<file path="config.mk">
export PLATFORM = sky130hd
export DESIGN_NAME = mux_scan_ctrl
export DESIGN_NICKNAME = d
export VERILOG_FILES = /design/src/rtl/mux_scan_ctrl.sv
export SDC_FILE = /design/constraint.sdc
export NUM_CORES = 1
export LEC_CHECK = 0
export BUFFER_PORTS_ARGS = -buffer_cell sky130_fd_sc_hd__buf_4
export CAP_MARGIN = 10
export CORE_AREA = 2 2 63 65
export CTS_CLUSTER_DIAMETER = 60
export DETAILED_ROUTE_END_ITERATION = 10
export DIE_AREA = 0 0 65 67
export MAX_ROUTING_LAYER = met4
export PLACE_DENSITY_LB_ADDON = 0.2
export SETUP_SLACK_MARGIN = 0.2
export SLEW_MARGIN = 20
export SYNTH_ARGS = -nofsm -noshare
export SYNTH_HDL_FRONTEND = slang
export SYNTH_SLANG_ARGS = --single-unit
</file>
<file path="constraint.sdc">
create_clock -name clk -period 4.4 [get_ports clk]
set_input_delay 1.32 -clock clk [delete_from_list [all_inputs] [get_ports clk]]
set_output_delay 1.32 -clock clk [all_outputs]
set_load 0.02 [all_outputs]
</file>
<file path="src/rtl/mux_scan_ctrl.sv">
// Sequences an 8x1 analog/digital mux through all channels, settling each before sampling,
// and publishes the full 8-bit snapshot only once the whole scan has completed.
module mux_scan_ctrl #(
    parameter int unsigned SETTLE_CYC = 1
) (
    input  logic       clk,
    input  logic       rst_n,
    input  logic       start,
    input  logic       abort,
    input  logic       mux_out,
    output logic       s0,
    output logic       s1,
    output logic       s2,
    output logic [7:0] data,
    output logic       busy,
    output logic       done
);

    typedef enum logic [1:0] {StIdle, StSettle, StSample, StFin} state_t;

    localparam logic [3:0] SettleLoad = 4'(SETTLE_CYC);

    state_t     state_q, state_d;
    logic [2:0] k_q, k_d;
    logic [3:0] cnt_q, cnt_d;
    logic [7:0] shadow_q, shadow_d;
    logic [7:0] data_q, data_d;
    logic       busy_q, busy_d;
    logic       done_q, done_d;

    always_ff @(posedge clk or negedge rst_n) begin
        if (!rst_n) begin
            state_q  <= StIdle;
            k_q      <= 3'd0;
            cnt_q    <= 4'd0;
            shadow_q <= 8'h00;
            data_q   <= 8'h00;
            busy_q   <= 1'b0;
            done_q   <= 1'b0;
        end else begin
            state_q  <= state_d;
            k_q      <= k_d;
            cnt_q    <= cnt_d;
            shadow_q <= shadow_d;
            data_q   <= data_d;
            busy_q   <= busy_d;
            done_q   <= done_d;
        end
    end

    always_comb begin
        state_d  = state_q;
        k_d      = k_q;
        cnt_d    = cnt_q;
        shadow_d = shadow_q;
        data_d   = data_q;
        busy_d   = busy_q;
        done_d   = 1'b0;

        unique case (state_q)
            StIdle: begin
                k_d = 3'd0;
                // start takes priority over a simultaneous abort here
                if (start) begin
                    state_d = StSettle;
                    cnt_d   = SettleLoad;
                    busy_d  = 1'b1;
                end
            end
            StSettle: begin
                if (abort) begin
                    state_d = StIdle;
                    k_d     = 3'd0;
                    cnt_d   = 4'd0;
                    busy_d  = 1'b0;
                end else begin
                    cnt_d = cnt_q - 4'd1;
                    if (cnt_q <= 4'd1) begin
                        state_d = StSample;
                    end
                end
            end
            StSample: begin
                if (abort) begin
                    state_d = StIdle;
                    k_d     = 3'd0;
                    cnt_d   = 4'd0;
                    busy_d  = 1'b0;
                end else begin
                    shadow_d[k_q] = mux_out;
                    if (k_q == 3'd7) begin
                        // publish including the channel-7 bit captured on this same edge
                        state_d = StFin;
                        data_d  = shadow_d;
                        busy_d  = 1'b0;
                        done_d  = 1'b1;
                    end else begin
                        state_d = StSettle;
                        k_d     = k_q + 3'd1;
                        cnt_d   = SettleLoad;
                    end
                end
            end
            StFin: begin
                state_d = StIdle;
                k_d     = 3'd0;
            end
            default: begin
                state_d = StIdle;
                k_d     = 3'd0;
                busy_d  = 1'b0;
            end
        endcase
    end

    assign {s2, s1, s0} = k_q;
    assign data         = data_q;
    assign busy         = busy_q;
    assign done         = done_q;

endmodule

</file>
==> metrics <==
run status completed; class of the tightest hold or removal check register to register; Initial Utilization 38.1%; FFs w/ async S/R, synth 100%; vias in the first global route between 900 and 1,000; internal power summed over all cells roughly 0.46 mW; Die Outline Area between 4000 and 5000 um2; placer's final routability congestion estimate approximately 0.8; worst r2r src k_q[0]$_DFFE_PN0P_; P_leak 0.780 nW; initial antenna violation count 0; flop-to-flop setup slack around 2300 ps; Max VDD drop 0.000252 V; drt first pass iters 4; post-route setup slack roughly 2000 ps; number of top-level pins 18; Hold Crit Start data[4]$_DFFE_PN0P_; number of failing setup endpoints in the final timing report 0; number of warnings issued by yosys 0; proportion of total power due to net switching between 30 and 40%; Synth Flop Type dfrtp_1; global-route wire length before repair 4.33 mm; synthesized area per cell 9.67 um2; post-synth net total 155; Layout Nets 169; highest-delay cell along the critical path dfrtp_1; worst hold stages 2; average via count per standard cell ~5.0; floorplan row count 22; buffers inserted by post-CTS timing repair 0; final total negative setup slack 0 ps; number of sinks driven by the clock tree 27; largest incremental delay on the critical path 620 ps; cell area reported after detailed placement around 1500 um2; number of buffers and inverters on the critical path 1; end of the worst register-to-register path cnt_q[3]$_DFFE_PN0P_; TritonCTS clock tree yes; total global routing track utilization 13.5%; deepest level of the CTS H-tree 1; instance count of the mapped netlist about 140; Die Y around 67 um; clock skew after layout approximately 7.2 ps; top cell types by occurrence after synthesis 27 x dfrtp_1, 22 x nand2_1, 19 x o21ai_0, 13 x nor2_1; worst setup timing slack at the placement stage about 1800 ps; summed area of non-filler cells in the final layout 1570 um2; post-detailed-route wirelength per cell ~13 um; post-synthesis register bit count 27; Std-Cell Core Area 3610 um2; final worst hold slack between 400 and 500 ps; post-synthesis instance area 1370 um2; number of violations of the max-capacitance limit 0; number of instances resized during post-cts repair 0; endpoint required time on the critical path 3080 ps; Final Slew Violations 0; Bufs on Longest Clock Path 2; endpoints failing hold 0; First DRT Iteration DRCs 51; FF-to-FF path depth 6; total overflow reported by the global router 0; clock root buffer clkbuf_8; transition time at the pin with the least slew margin 585 ps; power per unit of standard cell area roughly 460 nW/um2; sort of element at the start of the critical path register; Port-buffer cells 17; cell family with most CP delay flip-flops; clock network power share about a fifth; hpwl dp about 1.8 mm; min Tclk post-route 2430 ps; cts bufs inserted 3; share of the clock period used by the worst path after layout 55.3%; WHS Endpoint data[4]$_DFFE_PN0P_; NetSw 0.269 mW; data arrival time of the critical path ~1100 ps; overall via count from detail_route just over 1,000; clock edge transition at the registers on the reported setup and hold paths about 90 ps; Synth area leaders dfrtp_1 49%, ha_1 7.3%, o21ai_0 6.9%; sequential element share of the synthesized area between 40% and 50%; clock insertion delay at the later pin of the skew report between 200 and 300 ps; pin count of the biggest net entering global routing 28; unrepaired setup endpoints after global routing false; Layout area overhead 14.4%; cell type contributing the most total cell area after synthesis dfrtp_1; remaining antenna violation count after routing 0; share of total power in combinational logic about 36%; share of layout cells above drive strength 1 between 10% and 20%; Synth top area share 49.2%; number of distinct library cells after synthesis 26; CTS hold repair buffers 0; nature of the critical path endpoint output pin; highest clock rate roughly 0.4 GHz; n_diodes 0; critical-path cell list buf_4; sum of routed wire length over all layers 2.57 mm; peak fanout along the critical path 13; number of enable flip-flop cells after synthesis 0; max_slew headroom about three fifths; most used standard cell by instance count after synthesis dfrtp_1; filler cell count 366; # DRC 0; die width about 65 um; kind of critical path register to output pin; fraction of power consumed by sequential logic between 40% and 50%
[through the flow]
step	utilization (%)	cells	power, mW
4_1_cts	43.5	203	0.732
2_1_floorplan	-	142	0.517
5_1_grt	43.5	203	0.781
3_3_place_gp	42.2	199	0.570
3_5_place_dp	42.2	199	0.583
6_report	43.5	203	0.725
[power groups by stage]
| stage | Clock (mW) | Sequential (mW) | Combinational, mW |
|---|---|---|---|
| floorplan | 0 | 0.316 | 0.200 |
| global placement | 0 | 0.318 | 0.252 |
| detailed placement | 0 | 0.319 | 0.264 |
| CTS | 0.152 | 0.314 | 0.266 |
| global route | 0.164 | 0.319 | 0.298 |
| finish | 0.147 | 0.314 | 0.264 |
[flip-flops by register name, summed over array words and instances, names as in the netlist]
| signal | flops |
|---|---|
| data | 8 |
| cnt_q | 4 |
| busy | 1 |
| k_q | 3 |
| state_q | 2 |
| shadow_q | 8 |
| done | 1 |
[routing by layer]
metal,global-route usage [%],up-vias,part of all wire (%)
met5,-,-,0
met4,6.38,0,1.5
met3,2.03,4,2.5
met2,22.0,12,47
met1,16.4,488,49
li1,-,515,-
[layout by cell type, fill, tap and decap left out, types with 2 or more instances in the layout]
| master | netlist | routed |
|---|---|---|
| nand2b_1 | 4 | 4 |
| a22oi_1 | 4 | 4 |
| nand3b_2 | 2 | 2 |
| a22o_1 | 3 | 3 |
| mux2i_1 | 8 | 8 |
| o21ai_0 | 19 | 19 |
| ha_1 | 8 | 8 |
| a21o_1 | 2 | 2 |
| nand2_1 | 22 | 22 |
| nor3_1 | 4 | 4 |
| inv_1 | 6 | 6 |
| dfrtp_1 | 27 | 27 |
| buf_4 | 0 | 17 |
| clkbuf_8 | 0 | 3 |
| nor2_1 | 13 | 13 |
| o31ai_1 | 2 | 2 |
[layout make-up]
type	count	area [um2]	area share, %
clock inverter	1	7.51	0.478
multi-input combinational	101	636	40.5
tap	48	60.1	3.82
sequential	27	676	43.0
timing repair buffer	17	128	8.13
clock buffer	3	41.3	2.63
inverter	6	22.5	1.43
[how the worst max path moves through the flow]
stage | start | end | slack [ps] | depth (start not counted)
floorplan | abort | busy$_DFFE_PN0P_ | 2300 | 5
CTS | k_q[0]$_DFFE_PN0P_ | s0 | 1970 | 1
finish | k_q[0]$_DFFE_PN0P_ | s0 | 1970 | 1
detailed placement | abort | busy$_DFFE_PN0P_ | 1830 | 5
global route | k_q[0]$_DFFE_PN0P_ | s0 | 1900 | 1
global placement | abort | busy$_DFFE_PN0P_ | 1890 | 5
[kinds of logic (layout without fill, tap and decap cells)]
group | count (synthesis) | count (layout) | synth area share, %
adders and majority gates | 8 | 8 | 7.29
muxes | 8 | 8 | 5.83
AOI/OAI and AO/OA | 35 | 35 | 15.9
DFF | 27 | 27 | 49.2
buffers and inverters | 14 | 27 | 4.47
and+or+nand+nor | 50 | 50 | 17.3
Note: power is estimated with default switching activity, not from simulation.
